==> config.mk <==
export PLATFORM = sky130hd
export DESIGN_NAME = audio_serializer
export DESIGN_NICKNAME = d
export VERILOG_FILES = /design/src/rtl/audio_serializer.sv
export SDC_FILE = /design/constraint.sdc
export NUM_CORES = 1
export LEC_CHECK = 0
export CAP_MARGIN = 10
export CORE_ASPECT_RATIO = 1.2
export CORE_MARGIN = 2
export CORE_UTILIZATION = 51
export DETAILED_ROUTE_END_ITERATION = 7
export PLACE_DENSITY = 0.76
export REMOVE_ABC_BUFFERS = 1
export SYNTH_ARGS = -nofsm -noshare
export SYNTH_HDL_FRONTEND = slang
export SYNTH_SLANG_ARGS = --single-unit
==> constraint.sdc <==
create_clock -name clock -period 2.46 [get_ports clock]
set_input_delay 0.246 -clock clock [delete_from_list [all_inputs] [get_ports clock]]
set_output_delay 0.246 -clock clock [all_outputs]
set_load 0.1 [all_outputs]
==> src/rtl/audio_serializer.sv <==
// audio_serializer: parallel-to-serial converter for the audio output path.
// Loads a DATA_WIDTH-bit sample and shifts it out MSB-first, holding each bit
// for CLK_DIV clocks. While enable stays high, words stream back-to-back with
// no gap between them.
module audio_serializer #(
  parameter int unsigned DATA_WIDTH = 16,
  parameter int unsigned CLK_DIV    = 50
) (
  input  logic                  clock,
  input  logic                  reset_n,
  input  logic                  enable,
  input  logic [DATA_WIDTH-1:0] data_in,
  output logic                  done,
  output logic                  audio_data,
  output logic                  audio_enable
);

  localparam int unsigned DIV_W = $clog2(CLK_DIV) + 1;
  localparam int unsigned BIT_W = $clog2(DATA_WIDTH) + 1;

  localparam logic [DIV_W-1:0] DIV_LAST = DIV_W'(CLK_DIV - 1);
  localparam logic [BIT_W-1:0] BIT_LAST = BIT_W'(DATA_WIDTH - 1);

  typedef enum logic {
    ST_IDLE  = 1'b0,
    ST_SHIFT = 1'b1
  } state_e;

  state_e                  state_q, state_d;
  logic [DATA_WIDTH-1:0]   shift_q, shift_d;
  logic [BIT_W-1:0]        bit_cnt_q, bit_cnt_d;
  logic [DIV_W-1:0]        div_cnt_q, div_cnt_d;
  logic                    done_q, done_d;
  logic                    audio_enable_q, audio_enable_d;

  // The serial bit is the MSB of the shift register. The register is cleared
  // whenever the block is idle, so audio_data is 0 outside a word.
  assign audio_data   = shift_q[DATA_WIDTH-1];
  assign audio_enable = audio_enable_q;
  assign done         = done_q;

  // Next-state logic: bit timing, word boundaries, load and reload of samples.
  always_comb begin
    state_d        = state_q;
    shift_d        = shift_q;
    bit_cnt_d      = bit_cnt_q;
    div_cnt_d      = div_cnt_q;
    done_d         = 1'b0;
    audio_enable_d = audio_enable_q;

    unique case (state_q)
      ST_IDLE: begin
        shift_d        = '0;
        audio_enable_d = 1'b0;
        bit_cnt_d      = '0;
        div_cnt_d      = '0;
        if (enable) begin
          state_d        = ST_SHIFT;
          shift_d        = data_in;
          audio_enable_d = 1'b1;
        end
      end

      ST_SHIFT: begin
        if (div_cnt_q == DIV_LAST) begin
          div_cnt_d = '0;
          if (bit_cnt_q == BIT_LAST) begin
            // Word boundary: pulse done, then reload or stop.
            done_d    = 1'b1;
            bit_cnt_d = '0;
            if (enable) begin
              shift_d        = data_in;
              audio_enable_d = 1'b1;
            end else begin
              state_d        = ST_IDLE;
              shift_d        = '0;
              audio_enable_d = 1'b0;
            end
          end else begin
            bit_cnt_d = bit_cnt_q + 1'b1;
            shift_d   = {shift_q[DATA_WIDTH-2:0], 1'b0};
          end
        end else begin
          div_cnt_d = div_cnt_q + 1'b1;
        end
      end

      default: begin
        state_d        = ST_IDLE;
        shift_d        = '0;
        bit_cnt_d      = '0;
        div_cnt_d      = '0;
        audio_enable_d = 1'b0;
      end
    endcase
  end

  // State and output registers; reset clears everything immediately.
  always_ff @(posedge clock or negedge reset_n) begin
    if (!reset_n) begin
      state_q        <= ST_IDLE;
      shift_q        <= '0;
      bit_cnt_q      <= '0;
      div_cnt_q      <= '0;
      done_q         <= 1'b0;
      audio_enable_q <= 1'b0;
    end else begin
      state_q        <= state_d;
      shift_q        <= shift_d;
      bit_cnt_q      <= bit_cnt_d;
      div_cnt_q      <= div_cnt_d;
      done_q         <= done_d;
      audio_enable_q <= audio_enable_d;
    end
  end

endmodule

==> out/metrics.cfg, run 1 <==
[floorplan]
core-area_um2 = 2790
num_io_pins = 22
die-height_um = 63.0
design.die.area_um2 = 3350
floorplan.initialDensity = 0.531
core.rowCount = 21
die-width_um = 53.2

[power]
cellPowerDensity_nw_per_um2 = 955
vdd_drop_max_mv = 0.610
leakagePower_nw = 0.786

[route]
drt_iter0_drc = 44
drt_pre_antenna_iters = 4
wirelength_um = 2820
post_drt_via_cell_ratio = 5.69
average_routed_wire_per_standard_cell_um = 14.6
dr_total_vias = 1104
drc = 0
final_antenna_net_count = 0

[finish]
syn_to_final_growth_pct = 18.2
design.final.nets = 182
final_layout_size_suffix_gt1_frac = 0.156
antenna-diode-count = 0
finalNonFillerCells = 194
postLayoutCoreUtil = 0.628

[synth]
synth_common_cells = nor2_1 (39), dfrtp_1 (31), a221oi_2 (8)
yosys.area_share.adder = 0.0254
main_combinational_cell_family_by_area_after_synthesis = simple AND/OR/NAND/NOR gates
count_of_flip_flops_with_a_built_in_enable_after_synthesis = 0
synth_simple_gate_area_frac = 0.188
synthTopCellsByArea = dfrtp_1 (52%), nor2_1 (9.9%), a221oi_2 (8.1%)
synthMostInstantiatedCell = nor2_1
synthDominantCellAreaShare = 0.524
synth_compound_area_frac = 0.175
yosys_most_used_dff = dfrtp_1
yosysWarningCount = 0
post_synth_mux_area_share = 0.0135
synthDominantAreaCellType = dfrtp_1
synth_sequential_area_ratio = 0.524
syn_area_um2 = 1480
synth.distinct_cells = 29
syn-instance-count = 137
yosys_register_bits = 31
async_flop_share = 1.00
synth_xor_xnor_area_share = 0.0296
postSynthAreaPerCell_um2 = 10.8

[timing]
finClkSkew_ns = 0.00567
slew_headroom = 0.584
timing.final.crit_share = 0.745
worst_slack_ns = 0.629
period_needed_ns = 1.83
setup-tns-final_ns = 0
max_clock_freq_mhz = 546
final-setup-viol-count = 0
maxSlewViolCount = 0
timing_worst_slew_pin_value_ns = 0.625
grt_setup_unrepaired = false
hold_fails_final_rpt = 0

[worst_setup_path]
rr_startpoint = bit_cnt_q[1]$_DFFE_PN0P_
critPathTopFamily = simple AND/OR/NAND/NOR gates
crit_path_max_incr_delay_ns = 0.39
critPathRequiredTime_ns = 2.67
worst_r2r_path_depth = 6
cp_num_buf_inv = 1
cp_slowest_cell = dfrtp_1
critical_path.endpoint_type = flop
r2r_end = shift_q[1]$_DFFE_PN0P_
critPathMaxFanout = 11
worst_ep_arrival_time_ns = 2.04
ff2ff_setup_slack_ns = 0.63
worst_setup_path_category = reg2reg
critical_path.cell_chain = ha_1, nand4b_1, and2_1, buf_4, a221oi_1, nor2_1
critical_path.startpoint_type = flop

[clock_network]
cts_setup_buffers = 0
cts.hold.buffers_added = 0
cts-root-to-sink-buffers = 2
clock_tree.root_cell = clkbuf_4
tritoncts = built
htreeDepth = 2
cts_resized = 0
cts_buffers = 5
cts_num_sinks = 31
clk_transition_reported_paths_ns = 0.10
worstSkewPairLatency_ns = 0.32

[global_routing]
first_pass_grt_wire_length_um = 4970
grt_antenna_before_repair = 0
grt_pass1_vias = 1161
grt_max_degree = 32
globalRoute.totalOverflow = 0
groute.usage.overall = 0.204

[place]
placed_cells = 187
place.detailed.hpwl_um = 1990
finalWeightedCongestion = 0.736
port-buffer-count = 21
dpl_worst_slack_ns = 0.639

[run_status]
outcome = complete, no violations

[min_path]
hold_class = in2async

[run]
cap_violations = 0

[area by class of cell]
class / instances / area, um2
fill: 242 / 1040
sequential: 31 / 776
multi-input combinational: 95 / 638
timing repair buffer: 24 / 225
clock buffer: 6 / 51.3
tap: 34 / 42.5
inverter: 3 / 11.3
clock inverter: 1 / 5.00
[sequential cells by signal, indices dropped and copies added, names as in the netlist]
name and cells:
done 1, shift_q 16, audio_enable 1, state_q 1
bit_cnt_q 5, div_cnt_q 7
[per-layer routing]
metal / up-vias / wire, um / GRT usage
li1: 528 / - / -
met1: 546 / 1240 / 0.247
met2: 22 / 1400 / 0.317
met3: 8 / 123 / 0.0718
met4: 0 / 61 / 0.0962
met5: - / 0 / 0
[stage by stage]
step           power [mW]  hold WS, ns  area [um2]
6_report             1.67        0.310        1750
5_1_grt              1.81        0.329        1750
4_1_cts              1.69        0.310        1750
3_5_place_dp         1.38        0.456        1690
3_3_place_gp         1.35        0.443        1690
2_1_floorplan        1.23      -0.0496        1430
[layout by cell type (no fill, tap or decap), types with 2 or more instances in the layout]
cell | netlist | routed
clkbuf_4 | 0 | 5
xor2_1 | 4 | 4
a221oi_2 | 8 | 8
o21ai_0 | 3 | 3
clkdlybuf4s50_1 | 0 | 18
dfrtp_1 | 31 | 31
ha_1 | 3 | 3
nor2_1 | 39 | 39
inv_1 | 3 | 3
buf_4 | 2 | 6
or3_1 | 2 | 2
mux2i_1 | 2 | 2
nand3_1 | 7 | 7
a221oi_1 | 7 | 7
nand2_1 | 7 | 7
[how the worst max path moves through the flow]
stage | startpoint | to | slack (ns) | cells past startpoint
floorplan | bit_cnt_q[0]$_DFFE_PN0P_ | shift_q[15]$_DFFE_PN0P_ | 0.85 | 5
detailed placement | bit_cnt_q[1]$_DFFE_PN0P_ | shift_q[1]$_DFFE_PN0P_ | 0.64 | 6
CTS | bit_cnt_q[1]$_DFFE_PN0P_ | shift_q[1]$_DFFE_PN0P_ | 0.63 | 6
global route | bit_cnt_q[0]$_DFFE_PN0P_ | shift_q[1]$_DFFE_PN0P_ | 0.50 | 6
finish | bit_cnt_q[1]$_DFFE_PN0P_ | shift_q[1]$_DFFE_PN0P_ | 0.63 | 6
global placement | bit_cnt_q[0]$_DFFE_PN0P_ | shift_q[1]$_DFFE_PN0P_ | 0.71 | 6
[where the power goes]
group | switching (mW) | internal, mW
combinational | 0.261 | 0.204
clock | 0.168 | 0.132
sequential | 0.191 | 0.715
[kinds of logic after synthesis]
logic type	count (synthesis)
buf+inv	11
flops	31
xor+xnor	5
simple gates	61
fa+ha+maj	3
compound gates	24
mux	2
Note: power is estimated with default switching activity, not from simulation.
==> run 2: changes to the inputs <==
==> constraint.sdc (replaced) <==
create_clock -name clock -period 1.7 [get_ports clock]
set_input_delay 0.17 -clock clock [delete_from_list [all_inputs] [get_ports clock]]
set_output_delay 0.17 -clock clock [all_outputs]
set_load 0.1 [all_outputs]
==> out/metrics.cfg, run 2 (synthesis gave the netlist of run 1 again) <==
[run_status]
outcome = finished, violations left
failing_checks = setup timing

[finish]
fin_area_um2 = 1910  ; +9.4%
area.sequential_um2 = 776  ; unchanged
fillers = 212  ; -12%
register_bank_with_the_most_flops = shift_q
postLayoutCoreUtil = 0.687  ; +0.0588
syn_to_final_growth_pct = 29.2
final_cell_mix = nor2_1 (39), dfrtp_1 (31), clkdlybuf4s50_1 (18), a221oi_2 (12), buf_4 (10)
design.final.nets = 191  ; +4.9%
multiInputGateArea_um2 = 668  ; +4.7%
largestRegisters = shift_q (16), div_cnt_q (7), bit_cnt_q (5)
layout.cells.most_common = nor2_1
largest_register_ffs = 16  ; unchanged
antenna-diode-count = 0  ; unchanged
final_layout_size_suffix_gt1_frac = 0.229  ; +0.0732
finalNonFillerCells = 204  ; +5.2%

[global_routing]
groute.usage.overall = 0.202  ; -0.00174
first_pass_grt_wire_length_um = 4950  ; -0.54%
globalRoute.totalOverflow = 0  ; unchanged
grt_pass1_vias = 1145  ; -1.4%
grt_antenna_before_repair = 0  ; unchanged
grt_max_degree = 32  ; unchanged

[floorplan]
die-height_um = 63.0  ; unchanged
floorplan.initialDensity = 0.531  ; unchanged
design.die.area_um2 = 3350  ; unchanged
core.rowCount = 21  ; unchanged
die-width_um = 53.2  ; unchanged
num_io_pins = 22  ; unchanged
core-area_um2 = 2790  ; unchanged

[timing]
maxSlewViolCount = 0  ; unchanged
max_clock_freq_mhz = 583  ; +6.7%
fin_hold_ws_ns = 0.227  ; -0.0832 ns
setup-tns-final_ns = -0.0157  ; -0.0157 ns
period_needed_ns = 1.72  ; -0.116 ns
finClkSkew_ns = 0.0174  ; +0.0117 ns
grt_setup_unrepaired = true
hold_fails_final_rpt = 0  ; unchanged
timing_worst_slew_pin_value_ns = 0.395  ; -0.230 ns
timing.final.crit_share = 1.01  ; +0.265
worst_slack_ns = -0.0157  ; -0.644 ns
final-setup-viol-count = 1  ; +1
slew_headroom = 0.737  ; +0.153

[route]
drt_iter0_drc = 48  ; +9.1%
final_antenna_net_count = 0  ; unchanged
drc = 0  ; unchanged
post_drt_via_cell_ratio = 5.54  ; -2.7%
dr_total_vias = 1130  ; +2.4%
average_routed_wire_per_standard_cell_um = 15.3  ; +5.4%
drt_pre_antenna_iters = 4  ; unchanged
wirelength_um = 3130  ; +11%

[worst_setup_path]
cp-startpoint = div_cnt_q[1]$_DFF_PN0_
crit_path_max_incr_delay_ns = 0.41  ; +0.02 ns
critPathMaxFanout = 5  ; -6
critical_path.cell_chain = inv_1, ha_1, nor4b_4, a31oi_4, buf_4, a221oi_1, nor2_1
critical_path.startpoint_type = flop
worst_r2r_path_depth = 7  ; +1
critPathRequiredTime_ns = 1.89  ; -0.78 ns
cp_num_buf_inv = 2  ; +1
worst_setup_path_category = reg2reg
critPathTopFamily = compound AO/OA/AOI/OAI gates
worst_ep_arrival_time_ns = 1.91  ; -0.13 ns
r2r_end = shift_q[1]$_DFFE_PN0P_
cp_slowest_cell = dfrtp_1
ff2ff_setup_slack_ns = -0.02  ; -0.64 ns
critical_path_cell_count = 7  ; +1
rr_startpoint = div_cnt_q[1]$_DFF_PN0_
endpoint = shift_q[1]$_DFFE_PN0P_
critical_path.endpoint_type = flop

[power]
leakagePower_nw = 0.863  ; +9.8%
design_power_total_mw = 2.58  ; +55%
cellPowerDensity_nw_per_um2 = 1350  ; +41%
vdd_drop_max_mv = 0.942  ; +55%

[clock_network]
htreeDepth = 2  ; unchanged
worstSkewPairLatency_ns = 0.32  ; about the same
cts-root-to-sink-buffers = 2  ; unchanged
cts_num_sinks = 31  ; unchanged
cts_buffers = 5  ; unchanged
clock_tree.root_cell = clkbuf_4
tritoncts = built
clk_transition_reported_paths_ns = 0.11  ; about the same

[place]
finalWeightedCongestion = 0.727  ; -1.2%
place.detailed.hpwl_um = 2060  ; +3.7%
port-buffer-count = 21  ; unchanged
placed_cells = 193  ; +3.2%
dpl_worst_slack_ns = 0.0213  ; -0.617 ns
place_area_um2 = 1780  ; +4.9%

[run]
cap_violations = 0  ; unchanged

[min_path]
hold_class = in2async

run 2: cell count changes in the layout (fill, tap and decap cells not counted), sizes merged:
cell	change
buf	+9
clkbuf	+2
clkinv	-1
run 2: worst min-delay path by stage:
stage                                     to  depth (start not counted)                      from  slack (ns)
finish               shift_q[13]$_DFFE_PN0P_                          2                   reset_n        0.23
global route         shift_q[14]$_DFFE_PN0P_                          2                   reset_n        0.25
CTS                           done$_DFF_PN0_                          2                   reset_n        0.23
detailed placement            done$_DFF_PN0_                          1  bit_cnt_q[4]$_DFFE_PN0P_        0.46
global placement              done$_DFF_PN0_                          1  bit_cnt_q[4]$_DFFE_PN0P_        0.44
floorplan           audio_enable$_DFFE_PN0P_                          0                   reset_n       -0.13
run 2: worst register-to-register path, stage by stage (launching register included):
cell	delay, ns
dfrtp_1	0.41
inv_1	0.06
ha_1	0.14
nor4b_4	0.26
a31oi_4	0.18
buf_4	0.18
a221oi_1	0.26
nor2_1	0.10
run 2: layer usage:
layer,global-route usage,wire (um)
met5,0,0
met3,0.0502,83
met1,0.235,1290
met2,0.342,1730
met4,0.0865,29
run 2: layout make-up:
| cell class | count | area share |
|---|---|---|
| Sequential cell | 31 | 0.405 |
| Multi-Input combinational cell | 95 | 0.349 |
| Timing Repair Buffer | 33 | 0.181 |
| Clock buffer | 8 | 0.0360 |
| Tap cell | 34 | 0.0222 |
| Inverter | 3 | 0.00589 |
run 2: power by group:
part / leakage, nW / switching [mW] / internal [mW]
Sequential: 0.376 / 0.281 / 1.03
Clock: 0.0386 / 0.242 / 0.243
Combinational: 0.448 / 0.427 / 0.357
Total: 0.863 / 0.950 / 1.63
run 2: what timing repair did:
item | 4_1_cts | 5_1_grt
hold buffers | 0 | 0
endpoints found under the setup margin | 0 | 13
buffers inserted | 0 | 3
resized for setup | 0 | 6
